### src/rtl/fpadd_pkg.sv
// Shared types and helpers for the pipelined floating-point adder.
package fpadd_pkg;

  localparam int unsigned FLAGS_W = 3;

  typedef enum logic [1:0] {
    CLS_ZERO,
    CLS_NORM,
    CLS_INF,
    CLS_NAN
  } fp_class_e;

  // Field order gives the port layout {invalid, overflow, inexact}.
  typedef struct packed {
    logic invalid;
    logic overflow;
    logic inexact;
  } fp_flags_t;

  // Aligned significand: hidden bit, fraction, guard, round, sticky.
  function automatic int unsigned ext_width(input int unsigned man_w);
    return man_w + 4;
  endfunction

  function automatic int unsigned exp_bias(input int unsigned exp_w);
    return (32'd1 << (exp_w - 1)) - 1;
  endfunction

  function automatic fp_class_e classify(input logic exp_ones, input logic exp_zero,
                                         input logic man_zero);
    if (exp_zero) return CLS_ZERO;
    if (!exp_ones) return CLS_NORM;
    if (man_zero) return CLS_INF;
    return CLS_NAN;
  endfunction

  // Canonical quiet NaN {0, all ones, 1, zeros}, right-aligned in 64 bits.
  function automatic logic [63:0] qnan_bits(input int unsigned exp_w, input int unsigned man_w);
    logic [63:0] v;
    v = '0;
    for (int unsigned i = 0; i < 64; i++) begin
      if ((i + 1 >= man_w) && (i < man_w + exp_w)) v[6'(i)] = 1'b1;
    end
    return v;
  endfunction

endpackage

### src/rtl/fp_lzc.sv
// Leading-zero counter; an all-zero input reports WIDTH.
module fp_lzc #(
  parameter int unsigned WIDTH = 27,
  parameter int unsigned CNT_W = $clog2(WIDTH + 1)
) (
  input  logic [WIDTH-1:0] value,
  output logic [CNT_W-1:0] count
);

  // Scan upward so the highest set bit is the last to write.
  always_comb begin
    count = CNT_W'(WIDTH);
    for (int i = 0; i < WIDTH; i++) begin
      if (value[i]) count = CNT_W'(WIDTH - 1 - i);
    end
  end

endmodule

### src/rtl/fpadd_pipe.sv
// Three-stage pipelined IEEE-style adder/subtractor with RNE rounding,
// special-value handling, valid/ready flow control and a pass-through tag.
module fpadd_pipe
  import fpadd_pkg::*;
#(
  parameter int unsigned EXP_W = 8,
  parameter int unsigned MAN_W = 23,
  parameter int unsigned TAG_W = 4
) (
  input  logic                     clk,
  input  logic                     reset,
  input  logic                     in_valid,
  output logic                     in_ready,
  input  logic [EXP_W+MAN_W:0]     in_a,
  input  logic [EXP_W+MAN_W:0]     in_b,
  input  logic                     in_sub,
  input  logic [TAG_W-1:0]         in_tag,
  output logic                     out_valid,
  input  logic                     out_ready,
  output logic [EXP_W+MAN_W:0]     out_result,
  output logic [TAG_W-1:0]         out_tag,
  output logic [FLAGS_W-1:0]       out_flags
);

  localparam int unsigned W     = 1 + EXP_W + MAN_W;
  localparam int unsigned EXT_W = ext_width(MAN_W);
  localparam int unsigned SH_W  = 2 * EXT_W;
  localparam int unsigned EW1   = EXP_W + 1;
  localparam int unsigned LZ_W  = $clog2(EXT_W + 1);
  localparam int unsigned NW    = (EW1 > LZ_W) ? EW1 : LZ_W;
  localparam logic [EXP_W-1:0] EXP_ONES = '1;
  localparam logic [W-1:0]     QNAN     = W'(qnan_bits(EXP_W, MAN_W));

  logic adv;
  assign adv      = !out_valid || out_ready;
  assign in_ready = adv;

  // ---------------- Stage 1: unpack, classify, swap, align ----------------
  logic             a_s, b_s;
  logic [EXP_W-1:0] a_e, b_e;
  logic [MAN_W-1:0] a_m, b_m;
  fp_class_e        a_cls, b_cls;

  assign {a_s, a_e, a_m} = in_a;
  assign b_s   = in_b[W-1] ^ in_sub;
  assign b_e   = in_b[W-2:MAN_W];
  assign b_m   = in_b[MAN_W-1:0];
  assign a_cls = classify(&a_e, a_e == '0, a_m == '0);
  assign b_cls = classify(&b_e, b_e == '0, b_m == '0);

  logic             a_big, big_s;
  logic [EXP_W-1:0] big_e, small_e, e_diff;
  logic [MAN_W-1:0] big_m, small_m;
  logic [EXT_W-1:0] big_sig, small_al;
  logic [SH_W-1:0]  small_sh;
  logic             force1;
  logic [W-1:0]     force_res1;
  fp_flags_t        force_flags1;

  always_comb begin
    force1       = 1'b0;
    force_res1   = '0;
    force_flags1 = '0;
    a_big   = {a_e, a_m} >= {b_e, b_m};
    big_s   = a_big ? a_s : b_s;
    big_e   = a_big ? a_e : b_e;
    big_m   = a_big ? a_m : b_m;
    small_e = a_big ? b_e : a_e;
    small_m = a_big ? b_m : a_m;
    e_diff  = big_e - small_e;
    big_sig = {1'b1, big_m, 3'b000};
    small_sh = {1'b1, small_m, 3'b000, EXT_W'(0)} >> e_diff;
    // Far-out operands collapse into the sticky bit alone.
    if (32'(e_diff) >= MAN_W + 3) small_al = EXT_W'(1);
    else small_al = {small_sh[SH_W-1:EXT_W+1], small_sh[EXT_W] | (|small_sh[EXT_W-1:0])};

    if (a_cls == CLS_NAN || b_cls == CLS_NAN ||
        (a_cls == CLS_INF && b_cls == CLS_INF && a_s != b_s)) begin
      force1               = 1'b1;
      force_res1           = QNAN;
      force_flags1.invalid = 1'b1;
    end else if (a_cls == CLS_INF) begin
      force1     = 1'b1;
      force_res1 = in_a;
    end else if (b_cls == CLS_INF) begin
      force1     = 1'b1;
      force_res1 = {b_s, b_e, b_m};
    end else if (a_cls == CLS_ZERO && b_cls == CLS_ZERO) begin
      force1     = 1'b1;
      force_res1 = {a_s & b_s, (W-1)'(0)};
    end else if (a_cls == CLS_ZERO) begin
      force1     = 1'b1;
      force_res1 = {b_s, b_e, b_m};
    end else if (b_cls == CLS_ZERO) begin
      force1     = 1'b1;
      force_res1 = in_a;
    end
  end

  logic             s1_valid, s1_force, s1_sign, s1_eff_sub;
  logic [TAG_W-1:0] s1_tag;
  logic [W-1:0]     s1_force_res;
  fp_flags_t        s1_force_flags;
  logic [EXP_W-1:0] s1_exp;
  logic [EXT_W-1:0] s1_big, s1_small;

  always_ff @(posedge clk) begin
    if (reset) begin
      s1_valid       <= 1'b0;
      s1_tag         <= '0;
      s1_force       <= 1'b0;
      s1_force_res   <= '0;
      s1_force_flags <= '0;
      s1_sign        <= 1'b0;
      s1_eff_sub     <= 1'b0;
      s1_exp         <= '0;
      s1_big         <= '0;
      s1_small       <= '0;
    end else if (adv) begin
      s1_valid       <= in_valid;
      s1_tag         <= in_tag;
      s1_force       <= force1;
      s1_force_res   <= force_res1;
      s1_force_flags <= force_flags1;
      s1_sign        <= big_s;
      s1_eff_sub     <= a_s ^ b_s;
      s1_exp         <= big_e;
      s1_big         <= big_sig;
      s1_small       <= small_al;
    end
  end

  // ---------------- Stage 2: add/subtract and normalise ----------------
  logic [EXT_W:0]   sum2;
  logic [EXT_W-1:0] mag2, norm2;
  logic [EW1-1:0]   exp2, exp_n2;
  logic [LZ_W-1:0]  lz2;
  logic             under2, force2;
  logic [W-1:0]     force_res2;
  fp_flags_t        force_flags2;

  fp_lzc #(.WIDTH(EXT_W), .CNT_W(LZ_W)) u_lzc (
    .value (mag2),
    .count (lz2)
  );

  always_comb begin
    force2       = s1_force;
    force_res2   = s1_force_res;
    force_flags2 = s1_force_flags;
    sum2 = s1_eff_sub ? ({1'b0, s1_big} - {1'b0, s1_small})
                      : ({1'b0, s1_big} + {1'b0, s1_small});
    if (!s1_eff_sub && sum2[EXT_W]) begin
      mag2 = {sum2[EXT_W:2], sum2[1] | sum2[0]};
      exp2 = EW1'(s1_exp) + EW1'(1);
    end else begin
      mag2 = sum2[EXT_W-1:0];
      exp2 = EW1'(s1_exp);
    end
    norm2  = mag2 << lz2;
    under2 = NW'(lz2) >= NW'(exp2);
    exp_n2 = EW1'(NW'(exp2) - NW'(lz2));
    if (!s1_force) begin
      if (mag2 == '0) begin
        force2     = 1'b1;
        force_res2 = '0;
      end else if (under2) begin
        force2               = 1'b1;
        force_res2           = {s1_sign, (W-1)'(0)};
        force_flags2.inexact = 1'b1;
      end
    end
  end

  logic             s2_valid, s2_force, s2_sign;
  logic [TAG_W-1:0] s2_tag;
  logic [W-1:0]     s2_force_res;
  fp_flags_t        s2_force_flags;
  logic [EW1-1:0]   s2_exp;
  logic [EXT_W-1:0] s2_man;

  always_ff @(posedge clk) begin
    if (reset) begin
      s2_valid       <= 1'b0;
      s2_tag         <= '0;
      s2_force       <= 1'b0;
      s2_force_res   <= '0;
      s2_force_flags <= '0;
      s2_sign        <= 1'b0;
      s2_exp         <= '0;
      s2_man         <= '0;
    end else if (adv) begin
      s2_valid       <= s1_valid;
      s2_tag         <= s1_tag;
      s2_force       <= force2;
      s2_force_res   <= force_res2;
      s2_force_flags <= force_flags2;
      s2_sign        <= s1_sign;
      s2_exp         <= exp_n2;
      s2_man         <= norm2;
    end
  end

  // ---------------- Stage 3: round to nearest even, pack ----------------
  logic             g3, r3, st3, rnd3;
  logic [MAN_W+1:0] mant3;
  logic [EW1-1:0]   exp3;
  logic [MAN_W-1:0] frac3;
  logic [W-1:0]     res3;
  fp_flags_t        flags3;

  always_comb begin
    g3    = s2_man[2];
    r3    = s2_man[1];
    st3   = s2_man[0];
    rnd3  = g3 & (r3 | st3 | s2_man[3]);
    mant3 = {1'b0, s2_man[EXT_W-1:3]} + (MAN_W+2)'(rnd3);
    if (mant3[MAN_W+1]) begin
      exp3  = s2_exp + EW1'(1);
      frac3 = mant3[MAN_W:1];
    end else begin
      exp3  = s2_exp;
      frac3 = mant3[MAN_W-1:0];
    end
    flags3         = '0;
    flags3.inexact = g3 | r3 | st3;
    res3           = {s2_sign, exp3[EXP_W-1:0], frac3};
    if (s2_force) begin
      res3   = s2_force_res;
      flags3 = s2_force_flags;
    end else if (exp3 >= EW1'(EXP_ONES)) begin
      res3            = {s2_sign, EXP_ONES, MAN_W'(0)};
      flags3.overflow = 1'b1;
      flags3.inexact  = 1'b1;
    end
  end

  always_ff @(posedge clk) begin
    if (reset) begin
      out_valid  <= 1'b0;
      out_result <= '0;
      out_tag    <= '0;
      out_flags  <= '0;
    end else if (adv) begin
      out_valid  <= s2_valid;
      out_result <= res3;
      out_tag    <= s2_tag;
      out_flags  <= flags3;
    end
  end

endmodule

### config.mk
export PLATFORM = sky130hd
export DESIGN_NAME = fpadd_pipe
export DESIGN_NICKNAME = d
export VERILOG_FILES = /design/src/rtl/fpadd_pkg.sv /design/src/rtl/fp_lzc.sv /design/src/rtl/fpadd_pipe.sv
export SDC_FILE = /design/constraint.sdc
export NUM_CORES = 1
export LEC_CHECK = 0
export ABC_AREA = 1
export BUFFER_PORTS_ARGS = -buffer_cell sky130_fd_sc_hd__buf_2
export CAP_MARGIN = 30
export CORE_ASPECT_RATIO = 0.6
export CORE_UTILIZATION = 40
export CTS_CLUSTER_DIAMETER = 40
export CTS_CLUSTER_SIZE = 25
export DETAILED_ROUTE_END_ITERATION = 12
export GPL_ROUTABILITY_DRIVEN = 0
export PLACE_DENSITY = 0.67
export SETUP_SLACK_MARGIN = 0.02
export SYNTH_ARGS = -nofsm -noshare
export SYNTH_HDL_FRONTEND = slang
export SYNTH_SLANG_ARGS = --single-unit
export TNS_END_PERCENT = 50
### constraint.sdc
create_clock -name clk -period 14.67 [get_ports clk]
set_clock_uncertainty 0.05 [all_clocks]
set_input_delay 2.2005 -clock clk [delete_from_list [all_inputs] [get_ports clk]]
set_output_delay 2.2005 -clock clk [all_outputs]
set_load 0.01 [all_outputs]
* Yosys cells after proc, flatten, opt, wreduce, memory -nomap -nowiden
Index checks and enable logic that the tools add are counted.
Word-level totals: output and inout port bits 41, logic and storage cells 158, bits in registers 217
Operators by class: mux-type cells 88, shift operators 2, equal/unequal tests 5, add/subtract/negate cells 7, reductions and logical operators 19, magnitude comparators 4, bitwise operators 10
Operator list (number):
- $mux 32 | 10
- $mux 5 | 16
- $mux 23 | 3
- $mux 27 | 2
- $shr 54x8->54 | 1
- $logic_not 23->1 | 2
- $mux 2 | 16
- $mux 4 | 8
- $ge 31x31->1 | 1
- $mux 31 | 1
- $add 27x27->28 | 1
- $mux 28 | 1
- $sub 27x27->28 | 1
- $logic_not 27->1 | 1
- $mux 1 | 27
- $reduce_or 27->1 | 1
- $shl 27x5->27 | 1
- $add 24x1->25 | 1
- $mux 9 | 2
- $logic_not 8->1 | 2
- $mux 8 | 2
- $reduce_and 8->1 | 2
- $add 8x1->9 const B | 1
- $add 9x1->9 const B | 1
- other kinds (14) | 31

* Depth between registers and ports, before layout
Gate-level depths: netlist of run 1.
depth after elaboration 35, depth in mapped cells 57, depth with buffers taken out 55

* By module
A second synthesis of run 1 with hierarchy kept.
Second synthesis, totals: cells, all modules 3037, area total of the unflattened synthesis 18173.7 um^2
By module, submodules not included:
- fpadd_pipe | seq. area each 4344.2 um^2, cells an instance 2957, area each 17820.8 um^2, instances 1
- fp_lzc | seq. area each 0.0 um^2, cells an instance 80, area each 352.8 um^2, instances 1

* Worst setup path after synthesis of run 1
OpenSTA, ideal clock, no wires.
path type in2reg, from input port in_b[24], to register s1_small[15], slack 8.970 ns, stages 29, arrival time 5.579 ns, path through inv_1 > ha_1 > nand2_1 > inv_1 > o21ai_0 > a21oi_1 > a211oi_1 > nand2_1 > nor2_1 > nand2_1 > buf_4 > nand2_1 > o211ai_1 > ha_1 > nor2_1 > inv_1 > or2_2 > nand2_2 > inv_1 > nor2_1 > nor2_1 > nand2_1 > nand4_1 > nor2_2 > nand2_1 > inv_1 > buf_2 > nand3_1 > a21oi_1
On the way: cells in the longest elaborated chain, start to end 5, elaborated cells between the ends (all ways) 8, those cells by class add/sub: 1; order compare: 2; shift: 1; mux: 4
Ends and longest elaborated chain:
- start, declared | RTL line fpadd_pipe.sv:15 | input logic [EXP_W+MAN_W:0] in_b,
- $ge 31x31->1 | RTL line fpadd_pipe.sv:64 | a_big = {a_e, a_m} >= {b_e, b_m};
- $mux 8, on equally long branches | RTL line fpadd_pipe.sv:66, fpadd_pipe.sv:68
- $sub 8x8->8 | RTL line fpadd_pipe.sv:70 | e_diff = big_e - small_e;
- $shr 54x8->54 or $ge 8x5->1 (tied branches) | RTL line fpadd_pipe.sv:72, fpadd_pipe.sv:74
- $mux 27 (*) | RTL line fpadd_pipe.sv:74 | if (32'(e_diff) >= MAN_W + 3) small_al = EXT_W'(1);
- end signal, assigned | RTL line fpadd_pipe.sv:129 | s1_small <= small_al;
- end, declared | RTL line fpadd_pipe.sv:105 | logic [EXT_W-1:0] s1_big, s1_small;
Every way passes the cells marked *; elsewhere a longest branch is shown, timed or not. A chain may end at the register's enable or synchronous reset.

* Final worst setup path of run 1
from input port in_b[23], to register s1_small[1]
The elaborated chain is that of the path after synthesis.

==> flow_summary_export.csv, run 1 <==
group,metric,value,unit
timing,tightest_slew,1.00,ns
critical_path,critPathMaxFanout,84,
clocking,insertion_delay,0.60,ns
synthesis,synth_top_flop_cell,"dfxtp_1",
global_route,grt_pass1_vias,18000,
clocking,cts.sinks,217,
critical_path,arrival,8.95,ns
clocking,cts_max_path_buffers,3,
critical_path,crit_type,"input port to register",
synthesis,syn_avg_cell_area,6.11,sq um
die,core-area,0.0438,sq mm
clocking,cts_resized,0,
timing,relSlewSlack,33.0,%
finish,diodes,0,
global_route,grt_antenna_before_repair,1,
timing,finalHoldViolations,0,
routing,dr.pass1.iters,8,
critical_path,crit_required,15.13,ns
min_path,hold_class,"register to register",
global_route,grt_pass1_wl,99600,microns
synthesis,synth-edff-count,0,
die,die-area,0.0458,sq mm
timing,fin_tns_setup,0,ns
clocking,hold_buffers,0,
clocking,clkTransAtPathRegs,0.07,ns
global_route,grt_use_total,27.1,%
die,ioPinCount,114,
routing,num_vias,20600,
pwr,power_leakage,0.00949,uW
placed_design,place_ws,5.88,ns
clocking,cts_root_buf,"clkbuf_16",
synthesis,yosys.cell_types.count,61,
die,die_h,166,microns
clocking,cts_tree,"built",
die,rows,59,
routing,drtIter0Drc,3003,
timing,setup_viol,0,
critical_path,ff2ff_path_depth,37,
clocking,cts_buffers,30,
routing,wl_per_cell,18.2,microns
clocking,cts_setup_buffers,0,
synthesis,syn_inst,2941,
global_route,grt.overflow.total,0,
status,status,"completed",
synthesis,ys_seq_area_share,24.2,%
finish,fin_util,45.0,%
die,initial_core_util,41.0,%
timing,finalWorstSetupSlack,6.18,ns
flow_run,max_cap_viol_count,0,
routing,wirelength,64400,microns
placed_design,detailed_place_hpwl,49200,microns
placed_design,io_buffers,113,
pwr,power_density,136,mW/mm^2
placed_design,dp.cells,3488,
clocking,htree_levels,1,
synthesis,synth_area,0.0180,sq mm
timing,fin_crit_sh,57.9,%
finish,stdcell_count,3544,
routing,drc,0,
synthesis,async_flop_share,0,%
finish,synthToLayoutAreaGrowth,9.81,%
timing,final_max_slew_viol_count,0,
timing,max_freq,118,MHz
synthesis,synth_fp_nets,3106,
routing,antenna_left,0,
synthesis,ys_warn_count,0,
die,die_w,276,microns
finish,fin_nets,3106,
critical_path,setup.worst_path.end_class,"register",
global_route,grt_max_degree,104,
timing,rsz0062_at_grt,"false",
finish,drive_gt1_share,9.07,%
min_path,holdPathStages,2,
routing,via_per_inst,5.81,
critical_path,cp-start-kind,"input port",
timing,min_period,8.49,ns
synthesis,ys_ff_latch,217,
pwr,peakVddDrop,108,uV
[where the power goes]
| group | switching, uW | internal (uW) | total (uW) |
|---|---|---|---|
| clock network | 336 | 417 | 753 |
| logic | 831 | 356 | 1190 |
| registers | 80.2 | 660 | 740 |
[through the flow]
step | cell area (sq um) | hold slack, ns | total power, uW
floorplan | 18000 | 0.380 | 1570
global placement | 18600 | 0.402 | 1870
detailed placement | 18700 | 0.405 | 1880
CTS | 19700 | 0.416 | 2640
global route | 19700 | 0.435 | 2830
finish | 19700 | 0.416 | 2680
[kinds of logic (layout without fill, tap and decap cells)]
kind of cell / Yosys count / in the layout / synth area share, %
and+or+nand+nor: 1541 / 1541 / 37.8
AOI/OAI and AO/OA: 538 / 538 / 17.6
buffers and inverters: 496 / 520 / 11.1
DFF: 217 / 217 / 24.2
adders and majority gates: 92 / 92 / 6.49
xor gates and xnor gates: 56 / 56 / 2.73
muxes: 1 / 1 / 0.0557
[critical path: stages]
cell,delay [ns]
buf_2,0.13
inv_1,0.06
ha_1,0.92
nand4_1,0.27
a31oi_1,0.24
nor2_1,0.09
nand2_2,0.08
buf_4,0.61
inv_2,0.44
nand2_1,0.19
o211ai_1,0.19
ha_1,0.25
nor2_1,0.10
inv_1,0.05
or2_2,0.27
nand2_2,0.40
inv_1,0.54
nor2_1,0.32
nor2_1,0.07
nand2_1,0.11
nand4_1,0.13
nor2_2,0.36
nand2_1,0.19
inv_1,0.33
nand2_1,0.10
o211ai_1,0.11
nand2_1,0.08
inv_1,0.08
[sequential cells by signal, indices dropped and copies added (netlist names), 2 cells and up]
signal and flops:
s2_exp 9, out_tag 4, s2_tag 4, s2_force_res 32, s2_force_flags 2, s1_force_res 32, s1_big 24, s2_man 27
out_flags 3, s1_small 27, out_result 32, s1_exp 8, s1_tag 4
[synthesized netlist by cell type (8+ instances only)]
cell type	count	area (sq um)
nand3_1	386	1930
buf_4	14	105
nand2_2	15	93.8
a21oi_1	192	961
xor2_1	48	420
o21bai_1	10	75.1
nand3b_1	15	113
clkbuf_1	100	375
o21ai_1	23	115
nor2_1	210	788
o21a_1	10	75.1
dfxtp_1	217	4340
buf_2	22	110
o211ai_1	22	165
ha_1	90	1130
nand3_2	8	80.1
nor3_1	27	135
buf_1	18	67.6
o32ai_1	20	175
xnor2_1	8	70.1
inv_2	20	75.1
nor2_2	10	62.6
o221ai_1	27	236
inv_1	309	1160
nand4_1	55	344
nor4_1	17	106
a31oi_1	37	231
o21ai_0	154	771
nand2_1	769	2890
[cell type report]
| cell class | instances | area, sq um |
|---|---|---|
| Clock inverter | 26 | 313 |
| Timing Repair Buffer | 129 | 696 |
| Fill cell | 4609 | 24100 |
| Multi-Input combinational cell | 2228 | 11600 |
| Inverter | 335 | 1270 |
| Tap cell | 579 | 724 |
| Clock buffer | 30 | 751 |
| Sequential cell | 217 | 4340 |
[per-layer routing]
| metal | routed length [microns] | up-vias | share of wire, % | track usage [%] |
|---|---|---|---|---|
| li1 | - | 9814 | - | - |
| met3 | 8380 | 110 | 13 | 7.76 |
| met2 | 23700 | 1159 | 37 | 35.2 |
| met5 | 0 | - | 0 | 0 |
| met4 | 1920 | 0 | 3.0 | 7.16 |
| met1 | 30400 | 9524 | 47 | 42.1 |
[path summary, 6_finish.rpt]
kind	start	to	slack, ns
worst max-delay path	in_b[23]	s1_small[1]	6.18
worst min-delay path	s2_force_res[28]	s2_force_res[28]	0.42
worst max register to register	s1_big[3]	s2_force_res[3]	7.46
worst min register to register	s2_force_res[28]	s2_force_res[28]	0.42
[layout by cell type, fill, tap and decap left out, drive strengths merged, types with 28 or more instances in the layout]
master and n:
nand2 787, nand3 395, inv 342, nor2 225
dfxtp 217, a21oi 197, o21ai 179, buf 129
ha 90, nand4 55, xor2 48, a31oi 37
clkbuf 30, nor3 28
(Power assumes the default switching activity.)
==> run 2, diff against run 1 <==
==> constraint.sdc (replaced) <==
create_clock -name clk -period 8.12 [get_ports clk]
set_clock_uncertainty 0.05 [all_clocks]
set_input_delay 1.218 -clock clk [delete_from_list [all_inputs] [get_ports clk]]
set_output_delay 1.218 -clock clk [all_outputs]
set_load 0.01 [all_outputs]
==> run 2 against run 1 <==
Net effect: non-clock buffer count grew 7; sequential share of layout area grew 0.062 points; die area is the same.
==> flow_summary_export.csv, run 2 (synthesis gave the netlist of run 1 again) <==
group,metric,value,unit
timing,final_max_slew_viol_count,0,
critical_path,crit_required,8.53,ns
die,initial_core_util,41.0,%
routing,drtIter0Drc,2793,
timing,tightest_slew,1.07,ns
finish,drive_gt1_share,9.07,%
finish,seq_area,0.00434,sq mm
routing,dr.max_layer_used,"met4",
die,core-area,0.0438,sq mm
routing,drt-met1-wl,30400,microns
timing,rsz0062_at_grt,"false",
pwr,power_leakage,0.00948,uW
clocking,cts.sinks,217,
routing,antenna_left,0,
die,ioPinCount,114,
timing,setup_viol,0,
routing,met2WireLength,23800,microns
global_route,grt_pass1_vias,18000,
routing,via_per_inst,5.78,
routing,dr.pass1.iters,6,
flow_run,max_cap_viol_count,0,
global_route,grt_antenna_before_repair,0,
global_route,grt_use_total,27.3,%
finish,synthToLayoutAreaGrowth,9.50,%
clocking,cts_buffers,27,
critical_path,critPathMaxFanout,83,
finish,fin_util,44.9,%
clocking,insertion_delay,0.56,ns
timing,relSlewSlack,28.5,%
pwr,peakVddDrop,185,uV
die,die-area,0.0458,sq mm
finish,multi_input_area,0.0116,sq mm
critical_path,cp-start-kind,"input port",
timing,finalHoldViolations,0,
die,die_w,276,microns
routing,drc,0,
finish,reg_top3,"out_result (32), s1_force_res (32), s2_force_res (32)",
clocking,cts_setup_buffers,0,
critical_path,regToRegSetupSlack,1.62,ns
critical_path,r2r_start,"s1_big[10]",
clocking,cts_max_path_buffers,3,
finish,fin_nets,3110,
pwr,power_density,241,mW/mm^2
critical_path,crit_type,"input port to register",
clocking,cts_tree,"built",
routing,num_vias,20500,
critical_path,critPathLaunch,"in_b[23]",
min_path,hold_class,"register to register",
timing,fin_crit_sh,80.5,%
critical_path,r2r-end,"s2_force_res[31]",
global_route,grt_max_degree,104,
finish,mostFrequentLayoutCells,"768 x nand2_1, 386 x nand3_1, 307 x inv_1",
critical_path,setup.worst_path.end_class,"register",
clocking,clkTransAtPathRegs,0.07,ns
finish,fill_cells,4621,
clocking,htree_levels,1,
routing,wirelength,64100,microns
timing,fin_tns_setup,0,ns
finish,layout_commonest_cell,"nand2_1",
timing,min_period,6.54,ns
placed_design,place_ws,1.25,ns
placed_design,io_buffers,113,
critical_path,arrival,6.94,ns
global_route,grt.overflow.total,0,
global_route,grt_pass1_wl,101000,microns
timing,finalWorstSetupSlack,1.58,ns
finish,diodes,0,
status,status,"completed",
clocking,hold_buffers,0,
die,rows,59,
routing,wl_met3,8040,microns
clocking,cts_resized,0,
critical_path,worstSetupEndpoint,"s1_small[14]",
timing,max_freq,153,MHz
die,die_h,166,microns
critical_path,ff2ff_path_depth,38,
placed_design,detailed_place_hpwl,49200,microns
clocking,cts_root_buf,"clkbuf_16",
routing,wl_per_cell,18.1,microns
timing,timing.hold.ws,0.407,ns
run 2: stage by stage:
| stage | total power (uW) | instance area (sq um) | instances |
|---|---|---|---|
| after floorplan | 2830 | 18000 | 2941 |
| after global placement | 3380 | 18700 | 3493 |
| after detailed placement | 3410 | 18700 | 3494 |
| after CTS | 4660 | 19600 | 3543 |
| after global routing | 5020 | 19700 | 3544 |
| final | 4730 | 19700 | 3544 |
run 2: how the worst min path moves through the flow:
| stage | start | end | slack, ns | depth (start not counted) |
|---|---|---|---|---|
| finish | s2_valid | s2_valid | 0.41 | 2 |
| global route | s2_force_res[0] | s2_force_res[0] | 0.44 | 2 |
| CTS | s2_valid | s2_valid | 0.41 | 2 |
| detailed placement | s2_valid | s2_valid | 0.40 | 2 |
| global placement | s2_valid | s2_valid | 0.39 | 2 |
| floorplan | s2_valid | s2_valid | 0.38 | 2 |
run 2: metal layers:
layer  global-route usage, %  vias to the layer above
met3                    7.17                      116
met5                       0                        -
met4                    7.33                        0
met1                    43.0                     9408
met2                    35.1                     1130
li1                        -                     9821
run 2: layout make-up:
type / count / share of cell area, %
clock buffers: 28 / 3.46
repair buffers: 136 / 3.97
flip-flops and latches: 217 / 22.1
clock inverters: 21 / 1.22
inverters: 335 / 6.45
well taps: 579 / 3.68
multi-input cells: 2228 / 59.1
run 2: power by group:
group	internal, uW	leakage [uW]	switching [uW]
logic	659	0.00726	1500
registers	1190	0.00177	142
clock network	681	0.000446	559
total	2530	0.00948	2200
run 2: worst max-delay path, stage by stage:
cell and delay (ns):
buf_2 0.13, inv_1 0.07, ha_1 0.89, nand3_1 0.14, nor3_1 0.17, nand4_1 0.12, nand2_1 0.09, nor2_1 0.05
nand2_2 0.08, buf_4 0.59, nor2_1 0.13, nand2_1 0.10, nand2_1 0.08, nor2_1 0.12, inv_1 0.06, or2_2 0.28
nand2_2 0.43, inv_1 0.08, buf_4 0.25, nor2_1 0.21, nor2_1 0.06, nand2_1 0.10, nand4_1 0.12, nor2_2 0.37
nand2_1 0.23, inv_1 0.35, nand3_1 0.23, a21oi_1 0.16
